<file path="config.mk">
export PLATFORM = sky130hd
export DESIGN_NAME = string_assembler
export DESIGN_NICKNAME = d
export VERILOG_FILES = /design/src/rtl/string_codec_pkg.sv /design/src/rtl/code_to_ascii.sv /design/src/rtl/string_assembler.sv
export SDC_FILE = /design/constraint.sdc
export NUM_CORES = 1
export LEC_CHECK = 0
export CAP_MARGIN = 20
export CORE_ASPECT_RATIO = 0.8
export CORE_MARGIN = 2
export CORE_UTILIZATION = 47
export CTS_CLUSTER_DIAMETER = 80
export DETAILED_ROUTE_END_ITERATION = 6
export GPL_TIMING_DRIVEN = 0
export PLACE_DENSITY = 0.76
export SETUP_SLACK_MARGIN = 0.4
export SLEW_MARGIN = 20
export SYNTH_ARGS = -nofsm -noshare
export SYNTH_HDL_FRONTEND = slang
export SYNTH_HIERARCHICAL = 1
export SYNTH_SLANG_ARGS = --single-unit
</file>
<file path="constraint.sdc">
create_clock -name clk -period 1.6 [get_ports clk]
set_input_delay 0.48 -clock clk [delete_from_list [all_inputs] [get_ports clk]]
set_output_delay 0.48 -clock clk [all_outputs]
set_load 0.01 [all_outputs]
</file>
<file path="src/rtl/string_codec_pkg.sv">
// Shared constants for the symbol-code <-> ASCII string path.
// Code and ASCII values used by the assembler and its code-to-ASCII mapper.
package string_codec_pkg;

   localparam int CODE_SPACE = 'h00;
   localparam int CODE_A     = 'h01;
   localparam int CODE_Z     = 'h1A;
   localparam int CODE_LA    = 'h1B;
   localparam int CODE_LZ    = 'h34;

   localparam logic [7:0] ASCII_SPACE = 8'h20;
   localparam logic [7:0] ASCII_QMARK = 8'h3F;
   localparam logic [7:0] ASCII_A     = 8'h41;
   localparam logic [7:0] ASCII_LA    = 8'h61;

   typedef enum logic [0:0] {
      COLLECT = 1'b0,
      EMIT    = 1'b1
   } state_t;

endpackage

</file>
<file path="src/rtl/code_to_ascii.sv">
// Combinational symbol-code to ASCII mapper.
// Optional macro STRING_ASSEMBLER_LOWERCASE_EN enables codes 0x1B..0x34 as 'a'..'z';
// without it those codes are treated as invalid.
module code_to_ascii
   import string_codec_pkg::*;
#(
   parameter int CODE_W = 8
) (
   input  logic [CODE_W-1:0] code,
   output logic [7:0]        ascii,
   output logic              invalid
);

   int code_val;

   // Anything outside the known ranges becomes '?' and is flagged invalid.
   always_comb begin
      code_val = int'(code);
      ascii    = ASCII_QMARK;
      invalid  = 1'b1;
      if (code_val == CODE_SPACE) begin
         ascii   = ASCII_SPACE;
         invalid = 1'b0;
      end else if (code_val >= CODE_A && code_val <= CODE_Z) begin
         ascii   = ASCII_A + 8'(code_val - CODE_A);
         invalid = 1'b0;
      end
`ifdef STRING_ASSEMBLER_LOWERCASE_EN
      else if (code_val >= CODE_LA && code_val <= CODE_LZ) begin
         ascii   = ASCII_LA + 8'(code_val - CODE_LA);
         invalid = 1'b0;
      end
`endif
   end

endmodule

</file>
<file path="src/rtl/string_assembler.sv">
// Collects per-character symbol codes into a packed ASCII string.
// Character i lands in str_out[8*i+7:8*i]; short strings are space padded.
// Lowercase support is selected by STRING_ASSEMBLER_LOWERCASE_EN (see code_to_ascii).
//
//   state   | meaning
//   --------+-------------------------------------------------------
//   COLLECT | accepting codes, writing mapped chars at idx
//   EMIT    | str_out/str_err presented, waiting for str_ready
module string_assembler
   import string_codec_pkg::*;
#(
   parameter int STRING_LENGTH = 4,
   parameter int CODE_W        = 8
) (
   input  logic                       clk,
   input  logic                       rst_n,
   input  logic [CODE_W-1:0]          code_in,
   input  logic                       code_valid,
   input  logic                       code_last,
   output logic                       code_ready,
   output logic [8*STRING_LENGTH-1:0] str_out,
   output logic                       str_valid,
   input  logic                       str_ready,
   output logic                       str_err
);

   localparam int IDX_W = (STRING_LENGTH > 1) ? $clog2(STRING_LENGTH) : 1;
   localparam logic [IDX_W-1:0] LAST_IDX = IDX_W'(STRING_LENGTH - 1);

   state_t           state;
   logic [IDX_W-1:0] idx;
   logic             err;
   logic [7:0]       ch;
   logic             ch_bad;
   logic             accept;
   logic             final_char;

   code_to_ascii #(.CODE_W(CODE_W)) u_map (
      .code    (code_in),
      .ascii   (ch),
      .invalid (ch_bad)
   );

   // Ready is gated by rst_n so it stays low while reset is held.
   assign code_ready = rst_n && (state == COLLECT);
   assign str_valid  = (state == EMIT);
   assign str_err    = err && str_valid;
   assign accept     = code_valid && code_ready;
   assign final_char = code_last || (idx == LAST_IDX);

   // Collect characters, pad on the final one, then hold the string until taken.
   always_ff @(posedge clk or negedge rst_n) begin
      if (!rst_n) begin
         state   <= COLLECT;
         idx     <= '0;
         err     <= 1'b0;
         str_out <= {STRING_LENGTH{ASCII_SPACE}};
      end else begin
         case (state)
            COLLECT: begin
               if (accept) begin
                  for (int i = 0; i < STRING_LENGTH; i++) begin
                     if (i == int'(idx))
                        str_out[8*i +: 8] <= ch;
                     else if (final_char && i > int'(idx))
                        str_out[8*i +: 8] <= ASCII_SPACE;
                  end
                  err <= err | ch_bad;
                  if (final_char)
                     state <= EMIT;
                  else
                     idx <= idx + 1'b1;
               end
            end
            EMIT: begin
               if (str_ready) begin
                  state <= COLLECT;
                  idx   <= '0;
                  err   <= 1'b0;
               end
            end
            default: state <= COLLECT;
         endcase
      end
   end

endmodule

</file>
; ---- Word level (Yosys, flattened, before mapping)
; Cells that the tools add are included.
[classes]
n_eq_ne = 7
n_addsub = 3
n_reduce_logical = 19
order_cmp = 5
mux = 21
bitwise_logic = 2
[ops]
columns = operator, n
row1 = 8-bit two-way mux, 8
row2 = 3-bit AND reduction, 5
row3 = 7-bit by 8-bit adder with 8-bit output (first input constant), 1
row4 = 8-bit by 1-bit greater-or-equal comparator with 1-bit output (second input constant), 1
row5 = 8-bit by 5-bit less-or-equal comparator with 1-bit output (second input constant), 1
row6 = 8-bit logical NOT, 1
row7 = 8-bit by 1-bit subtractor with 8-bit output (second input constant), 1
row8 = 1-bit logical AND, 7
row9 = 1-bit two-way mux, 7
row10 = 2-bit two-way mux, 3
row11 = 2-bit inequality test (second input constant), 3
row12 = 2-bit nonzero test, 3
row13 = 2-bit == test (first input constant), 2
row14 = 2-bit > comparator (first input constant), 2
row15 = 1-bit case mux with 2 select lines, 2
row16 = 2-bit case mux with 2 select lines, 1
row17 = 2-bit by 1-bit adder with 2-bit output (second input constant), 1
row18 = 1-bit by 2-bit == test with 1-bit output (first input constant), 1
row19 = 2-bit == test (second input constant), 1
row20 = 1-bit by 2-bit > comparator with 1-bit output (first input constant), 1
row21 = 2-bit logical NOT, 1
row22 = 2-bit AND reduction, 1
row23 = 1-bit logical OR, 1
row24 = 1-bit NOT, 1
row25 = 1-bit bitwise OR, 1
[word_totals]
wordCells = 64
in_bits = 13
regBits = 36

; ---- Logic depth before layout (Yosys ltp)
; Gate-level depths: netlist of run 1.
[logic_depth]
word_depth = 7
depth_mapped = 8
mapped_depth_nobuf = 8

; ---- Modules after synthesis
; Netlist of run 1, hierarchy kept.
[modules_own_cells]
columns = module, cells_each, area_per_inst_um2, instances
row1 = string_assembler, 121, 1547.7, 1
row2 = code_to_ascii, 19, 137.6, 1

; ---- Worst setup path after synthesis of run 1
; OpenSTA, ideal clock, no wires.
[synth_timing]
path_kind = input to register
from = in code_in[6]
to = reg str_out[7]
arrival_ns = 1.616
setup_ns = 0.125
path_slack_ns = -0.140
cell_stages = 6
path_buffers = 0
required_ns = 1.475
path_cell_list = inv_1 > ha_1 > or3b_1 > nor2_4 > nor3b_1 > mux2_2
[synth_between]
elab_chain_len = 4
word_cells_on_any_way = 8
[synth_rtl]
columns = item, line_no
row1 = start: declaration, string_assembler.sv:17  ; input logic [CODE_W-1:0] code_in,
row2 = 8-bit by 1-bit subtractor with 8-bit output (tied with other cells), code_to_ascii.sv:25  ; ascii = ASCII_A + 8'(code_val - CODE_A);
row3 = 7-bit by 8-bit adder with 8-bit output or 1-bit logical AND (tied branches), "code_to_ascii.sv:25, code_to_ascii.sv:24"
row4 = 8-bit two-way mux, code_to_ascii.sv:24  ; end else if (code_val >= CODE_A && code_val <= CODE_Z) begin
row5 = 8-bit two-way mux *, code_to_ascii.sv:21  ; if (code_val == CODE_SPACE) begin
row6 = named net ch[7], string_assembler.sv:33  ; logic [7:0] ch;
row7 = end signal: assignment, string_assembler.sv:57  ; str_out <= {STRING_LENGTH{ASCII_SPACE}};
row8 = end signal: indexed assignment, string_assembler.sv:64  ; str_out[8*i +: 8] <= ch;
row9 = end: declaration, string_assembler.sv:21  ; output logic [8*STRING_LENGTH-1:0] str_out,
; Mark *: on every way through the listed nets, which the timed path passes. The rest lies on a longest branch.
; A chain may end at the register's enable or synchronous reset.

; ---- Worst setup path in the final report of run 1
[layout_timing]
from = reg state (netlist: str_valid)
to = reg str_out[21]
[layout_between]
elab_chain_len = 4
[layout_rtl]
columns = item, line_no
row1 = start: declaration, string_assembler.sv:30  ; state_t state;
row2 = start signal: assignment, string_assembler.sv:54  ; state <= COLLECT;
row3 = start signal: assignment, string_assembler.sv:70  ; state <= EMIT;
row4 = start signal: assignment, string_assembler.sv:77  ; state <= COLLECT;
row5 = 1-bit NOT (no source line) *, -
row6 = 1-bit logical AND, string_assembler.sv:45  ; assign code_ready = rst_n && (state == COLLECT);
row7 = 1-bit logical AND, string_assembler.sv:48  ; assign accept = code_valid && code_ready;
row8 = 3-bit AND reduction (no source line) *, -
; Mark *: on every way between the ends. The rest lies on a longest branch, timed or not.

==> results of run 1 <==
kinds of logic after synthesis:
kind of cell / after synthesis / share of synthesized area (%)
simple gates: 33 / 11.6
flops: 36 / 53.7
mux: 17 / 11.0
compound gates: 26 / 12.8
buf+inv: 21 / 5.72
fa+ha+maj: 7 / 5.20
power breakdown:
group	internal [mW]	total [mW]	switching, mW	leakage [nW]
logic	0.726	1.35	0.626	0.823
clock network	0.351	0.696	0.346	0.0445
registers	1.18	1.37	0.189	0.443
state kept, by name, summed over array words and instances, names as in the netlist:
register and flops:
idx 2, str_valid 1, err 1, str_out 32
cells in the mapped netlist (all sizes together), types with 2 or more instances:
master | number | area [sq um]
inv | 16 | 60.1
or2 | 4 | 25.0
nand2 | 13 | 51.3
o21ai | 3 | 18.8
a21oi | 3 | 15.0
nor2 | 2 | 15.0
mux2i | 8 | 80.1
dfrtp | 32 | 801
ha | 7 | 87.6
mux2 | 9 | 105
a22oi | 2 | 15.0
and2 | 3 | 18.8
nand2b | 2 | 12.5
a22o | 14 | 123
dfstp | 4 | 105
buf | 5 | 36.3
through the flow:
stage | setup WS [ps] | util (%)
4_1_cts | 11.2 | 75.2
3_3_place_gp | -1740 | 67.7
5_1_grt | -60.0 | 78.0
6_report | -1.79 | 78.0
2_1_floorplan | -25.5 | -
3_5_place_dp | -808 | 68.1
routing by layer:
layer | vias to the layer above | share of wire, % | routed length, um
li1 | 653 | - | -
met1 | 688 | 45 | 2210
met2 | 52 | 48 | 2350
met3 | 7 | 5.3 | 257
met4 | 0 | 0.86 | 42
met5 | - | 0 | 0
repair_timing:
item / 4_1_cts / 5_1_grt
gates cloned: 1 / 0
endpoints found under the setup margin: 71 / 71
hold endpoints to repair: 10 / 0
resized for setup: 207 / 13
setup buffers: 23 / 6
pin swaps: 18 / 5
hold buffers: 1 / 0
final cells by class:
type / count / area, sq um
inverter: 16 / 87.6
clock buffer: 7 / 86.3
multi-input combinational: 83 / 851
sequential: 36 / 908
buffer: 5 / 52.6
fill: 210 / 753
clock inverter: 1 / 7.51
timing repair buffer: 79 / 624
tap: 42 / 52.6
worst max-delay path: stages (launching register included):
cell      delay (ps)
dfrtp_2          440
buf_6            130
and3b_1          220
buf_6            120
a21boi_4         180
buf_8            160
mux2_4           300
worst max-delay path by stage:
stage,start,to
6_report,str_valid,str_out[21]
5_1_grt,str_valid,str_out[21]
4_1_cts,str_valid,str_out[21]
3_5_place_dp,code_in[7],str_out[21]
3_3_place_gp,rst_n,code_ready
2_1_floorplan,code_in[7],str_out[7]
==> out/metrics.cfg, run 1 <==
[global_route]
grt_usage_pct = 24.4
grt_max_degree = 15
grt_pass1_wl_um = 7460
antenna_found_initial = 0
globalRouteMet2Util_pct = 41.4
gr-usage-met1_pct = 32.5
use_met3_pct = 5.30
grt_pass1_vias = 1485
grt-ovfl-total = 0
grt.busiest_layer = met2

[final_layout]
stdcell_count = 269
area_delta_synth_final_pct = 58.4
final_cell_mix = buf_2 (34), dfrtp_1 (30), buf_4 (23), buf_6 (16), a22o_1 (14)
layout-drive-gt1-share_pct = 59.5
diodes = 0
mostFrequentLayoutCell = buf_2
final_nets = 246
final_cell_area_sq_mm = 0.00267

[clocking]
clkLatencyLatePin_ps = 280
cts_max_level = 2
path_clk_slew_ps = 80
root_buffer = clkbuf_8
clock-sinks = 36
cts_buffers = 5
tritoncts = yes
clk_path_buf_depth = 2

[placement]
gp_congestion = 0.805
port_buffers = 47
post_dp_cell_area_sq_mm = 0.00233
place_inst = 230
hpwlAfterDp_um = 2940

[flow_run]
drv_cap = 0

[synth]
yosys_warnings = 6
syn_nets = 160
ys_types = 36
syn_avg_cell_area_sq_um = 12.0
synthesis.area_sq_mm = 0.00169
synth_flop_cell = dfrtp_1
ys_seq_elements = 36
ys_seq_area_share_pct = 53.7
synth_edf_count = 0
syn_inst = 140
async_flop_share_pct = 100

[run_status]
violations = setup timing
status = finished with violations

[timing]
final_hold_viol_count = 0
fin_skew_ps = 7.37
relSlewSlack_pct = 69.5
slew_violations = 0
fin_ws_ps = -1.79
fmax_mhz = 624
worst_slew_pin_slew_ps = 456
timing.final.crit_share_pct = 100
holdWs_ps = 222
finalCriticalPeriod_ps = 1600
timing.setup.tns_ps = -1.79
setup_viol = 1
rsz0062_at_grt = yes

[pwr]
peakVddDrop_uv = 827
cellPowerDensity_mw_per_mm2 = 1280
power_mw = 3.42
power.leakage_nw = 1.31

[route]
wire_per_inst_um = 18.1
wl_um = 4870
drc = 0
drtAntennaViolNets = 0
drt-vias-per-instance = 5.20
drt-initial-drc-count = 43
dr_total_vias = 1400
dr.pass1.iters = 4

[floorplan]
fp.dieW_um = 71.0
die_area_sq_mm = 0.00408
rows = 19
start_util_pct = 49.2
placeableCoreArea_sq_mm = 0.00342
die_y_um = 57.6
io_pins = 48

[worst_setup_path]
cp_data_required_time_ps = 1820
worstSetupPathType = reg2reg
r2r-end = str_out[21]
rr_worst_depth = 6
endpoint_kind = flip-flop
r2r_start = str_valid
path_max_fanout = 8
rrSetupSlack_ps = -2
cp-start-kind = flip-flop
crit_arrival_ps = 1830

[worst_hold_path]
min_path_type = in2async

(Power assumes the default switching activity.)
==> run 2, diff against run 1 <==
--- a/config.mk
+++ b/config.mk
@@ -6,10 +6,10 @@
 export NUM_CORES = 1
 export LEC_CHECK = 0
 export CAP_MARGIN = 20
-export CORE_ASPECT_RATIO = 0.8
+export CORE_ASPECT_RATIO = 1.5
 export CORE_MARGIN = 2
 export CORE_UTILIZATION = 47
-export CTS_CLUSTER_DIAMETER = 80
+export CTS_CLUSTER_DIAMETER = 120
 export DETAILED_ROUTE_END_ITERATION = 6
 export GPL_TIMING_DRIVEN = 0
 export PLACE_DENSITY = 0.76
==> out/metrics.cfg, run 2 (same netlist as run 1, synthesis figures left out) <==
[run_status]
status = completed

[floorplan]
fp.dieW_um = 52.9
start_util_pct = 49.3
placeableCoreArea_sq_mm = 0.00342
io_pins = 48
die_area_sq_mm = 0.00409
die_y_um = 77.3
rows = 26

[route]
drt-initial-drc-count = 19
drt-vias-per-instance = 5.14
drc = 0
dr.pass1.iters = 4
wl_um = 4600
dr_total_vias = 1414
drtAntennaViolNets = 0
wire_per_inst_um = 16.7

[clocking]
clock-sinks = 36
cts_max_level = 2
root_buffer = clkbuf_8
postCtsHoldBufs = 0
cts_buffers = 5
clkLatencyLatePin_ps = 290
path_clk_slew_ps = 80
clk_path_buf_depth = 2
tritoncts = yes

[pwr]
power.leakage_nw = 1.33
cellPowerDensity_mw_per_mm2 = 1310
peakVddDrop_uv = 813

[placement]
port_buffers = 47
gp_congestion = 0.793
hpwlAfterDp_um = 2970
post_dp_cell_area_sq_mm = 0.00233

[global_route]
antenna_found_initial = 0
grt_pass1_vias = 1420
grt_pass1_wl_um = 7040
grt-ovfl-total = 0
grt_usage_pct = 23.4
grt_max_degree = 28

[timing]
finalCriticalPeriod_ps = 1600
setup_viol = 0
slew_violations = 0
relSlewSlack_pct = 70.2
timing.final.crit_share_pct = 99.7
fin_skew_ps = 8.59
rsz0062_at_grt = yes
fmax_mhz = 627
final_hold_viol_count = 0
worst_slew_pin_slew_ps = 447
timing.setup.tns_ps = 0

[final_layout]
final_nets = 252
diodes = 0
layout-drive-gt1-share_pct = 60.5
largest_reg_flops = 32
final_cell_mix = buf_2 (31), buf_4 (31), dfrtp_1 (30), buf_6 (19), a22o_1 (14)
top_register = str_out
top_regs = str_out x32, idx x2
final_cell_area_sq_mm = 0.00268
area_delta_synth_final_pct = 59.1

[worst_setup_path]
cp_top_family = flip-flops
path_max_fanout = 8
endpoint_kind = flip-flop
cp-start-kind = flip-flop
r2r_start = str_valid
cp.buffers_inverters = 3
path_common_cell = buf_6
worstSetupPathType = reg2reg
startpoint = str_valid
cp_slowest_cell = dfrtp_2
cp_cell_sequence = buf_6, and3b_1, buf_6, a21boi_4, buf_8, mux2_4
rr_worst_depth = 6
crit_cells = 6
cp_data_required_time_ps = 1810
cpPeakStageDelay_ps = 440
crit_arrival_ps = 1810

[worst_hold_path]
min_path_type = in2async

[flow_run]
drv_cap = 0

run 2: changes by cell type in the layout (fill, tap and decap cells not counted), moves of 2 or more:
| cell | change |
|---|---|
| buf_2 | -3 |
| buf_4 | +8 |
| buf_6 | +3 |
| clkinv_2 | +2 |
run 2: final timing paths:
path / end / slack (ps)
setup / recovery: str_out[21] / 5
hold / removal: err / 20
setup reg to reg: str_out[21] / 5
hold reg to reg: str_out[13] / 490
max in group asynchronous: str_out[29] / 1120
min in group clk: str_out[13] / 490
run 2: stage by stage:
step	worst slack (ps)	power, mW	std cells	hold WS, ps	util, %
after floorplan	-25.5	1.97	140	184	-
after global placement	-1750	2.58	229	464	67.8
after detailed placement	-778	2.64	230	387	68.3
after CTS	38.7	3.33	260	26.3	74.0
after global routing	-38.6	3.71	275	28.5	78.5
final	4.89	3.51	275	24.1	78.5
run 2: final cells by class:
type                    count  area [sq um]
flip-flops and latches     36           908
multi-input cells          83           845
fillers                   216           734
repair buffers             85           651
clock buffers               6          82.6
inverters                  16          80.1
plain buffers               5          52.6
well taps                  42          52.6
clock inverters             2          10.0
run 2: metal layers:
metal,vias up,routed length [um],GRT usage (%)
met3,11,225,5.19
met5,-,0,0
met4,0,76,5.90
met1,695,1780,27.5
met2,47,2520,41.9
li1,661,-,-
run 2: timing repair:
action	CTS	global route
setup endpoints to repair	71	71
setup buffers	22	15
resized for setup	201	16
endpoints found under the hold margin	0	0
pin swaps	11	6
run 2: where the power goes:
group / switching (mW) / total, mW / internal, mW
sequential: 0.180 / 1.36 / 1.18
clock: 0.322 / 0.666 / 0.344
combinational: 0.662 / 1.49 / 0.826
==> run 3, diff against run 2 <==
--- a/config.mk
+++ b/config.mk
@@ -5,14 +5,16 @@
 export SDC_FILE = /design/constraint.sdc
 export NUM_CORES = 1
 export LEC_CHECK = 0
+export ABC_AREA = 1
 export CAP_MARGIN = 20
 export CORE_ASPECT_RATIO = 1.5
 export CORE_MARGIN = 2
-export CORE_UTILIZATION = 47
+export CORE_UTILIZATION = 48
 export CTS_CLUSTER_DIAMETER = 120
 export DETAILED_ROUTE_END_ITERATION = 6
 export GPL_TIMING_DRIVEN = 0
 export PLACE_DENSITY = 0.76
+export RECOVER_POWER = 100
 export SETUP_SLACK_MARGIN = 0.4
 export SLEW_MARGIN = 20
 export SYNTH_ARGS = -nofsm -noshare
==> out/metrics.cfg, run 3 <==
[global_route]
grt_max_degree = 15
grt-ovfl-total = 0
grt_pass1_vias = 1933
grt.busiest_layer = met2
use_met3_pct = 6.02
antenna_found_initial = 0
grt_usage_pct = 30.0
globalRouteMet2Util_pct = 52.6
gr-usage-met1_pct = 32.2
grt_pass1_wl_um = 9090

[pwr]
cellPowerDensity_mw_per_mm2 = 1360
power.leakage_nw = 1.52
peakVddDrop_uv = 952

[floorplan]
die_area_sq_mm = 0.00428
rows = 27
die_y_um = 79.1
fp.dieW_um = 54.1
placeableCoreArea_sq_mm = 0.00365
io_pins = 48
start_util_pct = 49.5

[synth]
synth_edf_count = 0
synth_flop_cell = dfrtp_1
synth.top_cell.area_share_pct = 44.4
synthTopCellsByCount = nand2_1 (105), dfrtp_1 (32), inv_1 (19)
yosys_warnings = 6
synth_compound_area_share_pct = 2.98
synthesis.area_sq_mm = 0.00181
synth_mux_area_share_pct = 0
ys_seq_area_share_pct = 50.2
async_flop_share_pct = 100
syn_inst = 222
synth_top_family_by_area = simple AND/OR/NAND/NOR gates
synth_xor_area_share_pct = 0
yosysTopAreaCell = dfrtp_1
synth_most_common_cell = nand2_1
syn_avg_cell_area_sq_um = 8.13
syn_nets = 242
yosys.area_share.simple_pct = 36.2
ys_seq_elements = 36
ys_types = 22
synth_fa_ha_area_share_pct = 4.85
ys_top_cells_by_area = dfrtp_1 (44%), nand2_1 (22%), dfstp_2 (5.8%)

[final_layout]
mostFrequentLayoutCell = nand2_1
final_nets = 346
final_cell_mix = nand2_1 (94), buf_4 (36), clkbuf_1 (34), dfrtp_1 (30), buf_6 (12)
diodes = 0
layout-drive-gt1-share_pct = 39.4
top_regs = str_out x32, idx x2
top_register = str_out
final_cell_area_sq_mm = 0.00302
largest_reg_flops = 32
area_delta_synth_final_pct = 67.3

[timing]
fmax_mhz = 646
relSlewSlack_pct = 48.9
finalCriticalPeriod_ps = 1550
timing.setup.tns_ps = 0
worst_slew_pin_slew_ps = 766
final_hold_viol_count = 0
fin_skew_ps = 8.04
rsz0062_at_grt = yes
fin_ws_ps = 51.8
slew_violations = 0
setup_viol = 0
timing.final.crit_share_pct = 96.8

[worst_setup_path]
endpoint_kind = flip-flop
cp_data_required_time_ps = 1850
cp-start-kind = input pin
path_max_fanout = 5
crit_end = str_out[17]
rr_worst_depth = 9
r2r_start = str_valid
r2r-end = str_out[25]
crit_arrival_ps = 1800
worstSetupPathType = in2reg
rrSetupSlack_ps = 110
startpoint = code_in[3]

[route]
dr.pass1.iters = 4
drt-initial-drc-count = 83
wl_um = 6300
dr_total_vias = 1948
drt-vias-per-instance = 5.26
drc = 0
wire_per_inst_um = 17.0
drtAntennaViolNets = 0

[placement]
post_dp_cell_area_sq_mm = 0.00245
dp_slack_ps = -744
hpwlAfterDp_um = 3050
port_buffers = 47
gp_congestion = 0.853

[clocking]
clk_path_buf_depth = 2
clkLatencyLatePin_ps = 300
clock-sinks = 36
cts_buffers = 5
tritoncts = yes
cts_max_level = 2
root_buffer = clkbuf_8
path_clk_slew_ps = 70

[run_status]
status = completed

[flow_run]
drv_cap = 0

[worst_hold_path]
min_path_type = in2async

[run 3: cell types whose count changed in the layout (fill, tap and decap cells not counted), sizes merged, moves of 7 or more]
cell	previous run	this run
nand2	13	111
clkbuf	6	42
buf	85	58
nand3	0	16
a22o	14	0
nor2	2	15
mux2	9	0
mux2i	8	0
nand3b	0	7
[run 3: cells by family after synthesis]
family / after synthesis
AO/OA/AOI/OAI: 6
flip-flops: 36
adder cells (fa/ha/maj): 7
buffers and inverters: 24
AND/OR/NAND/NOR: 149
[run 3: cell type report]
cell class                 count  area (sq um)
buffer                         4          47.5
clock buffer                   7          76.3
clock inverter                 1          5.00
fill                         215           628
inverter                      20           114
multi-input combinational    162          1050
sequential                    36           908
tap                           43          53.8
timing repair buffer          97           768
[run 3: worst min-delay path by stage]
| stage | end | cells past startpoint | slack (ps) |
|---|---|---|---|
| after floorplan | err | 0 | 180 |
| after global placement | str_out[5] | 2 | 450 |
| after detailed placement | str_out[4] | 1 | 450 |
| after CTS | err | 2 | 100 |
| after global routing | err | 2 | 80 |
| final | str_out[2] | 2 | 90 |
[run 3: per-stage QoR]
step           utilization [%]  power (mW)  cells  hold slack (ps)
2_1_floorplan                -        2.26    222              184
3_3_place_gp              66.6        3.03    312              452
3_5_place_dp              67.2        3.07    313              448
4_1_cts                   79.7        3.89    353              102
5_1_grt                   82.8        4.36    370             84.8
6_report                  82.8        4.11    370             89.8
[run 3: power breakdown]
part | internal (mW) | switching, mW | leakage [nW] | total (mW)
registers | 1.26 | 0.222 | 0.454 | 1.48
clock network | 0.305 | 0.334 | 0.0422 | 0.640
logic | 0.898 | 1.08 | 1.03 | 1.98
total | 2.47 | 1.64 | 1.52 | 4.11
[run 3: layer usage]
metal,wire length [um],vias to the layer above
met1,2300,945
li1,-,894
met3,297,27
met5,0,-
met2,3450,82
met4,253,0
[run 3: timing repair]
| item | 4_1_cts | 5_1_grt |
|---|---|---|
| resized for setup | 222 | 34 |
| buffers inserted | 29 | 17 |
| hold endpoints to repair | 14 | 0 |
| endpoints found under the setup margin | 71 | 85 |
| cloned | 2 | 0 |
| hold buffers | 1 | 0 |
| pin swaps | 31 | 16 |
[run 3: critical path, stage by stage]
cell and delay, ps:
clkdlybuf4s15_2 210, inv_2 60, nor2_1 150, nand3_1 130, nand2_2 150, o21bai_4 70, buf_12 160, nand2_8 80
nand2_1 70, nand3b_1 170, nand2_1 70
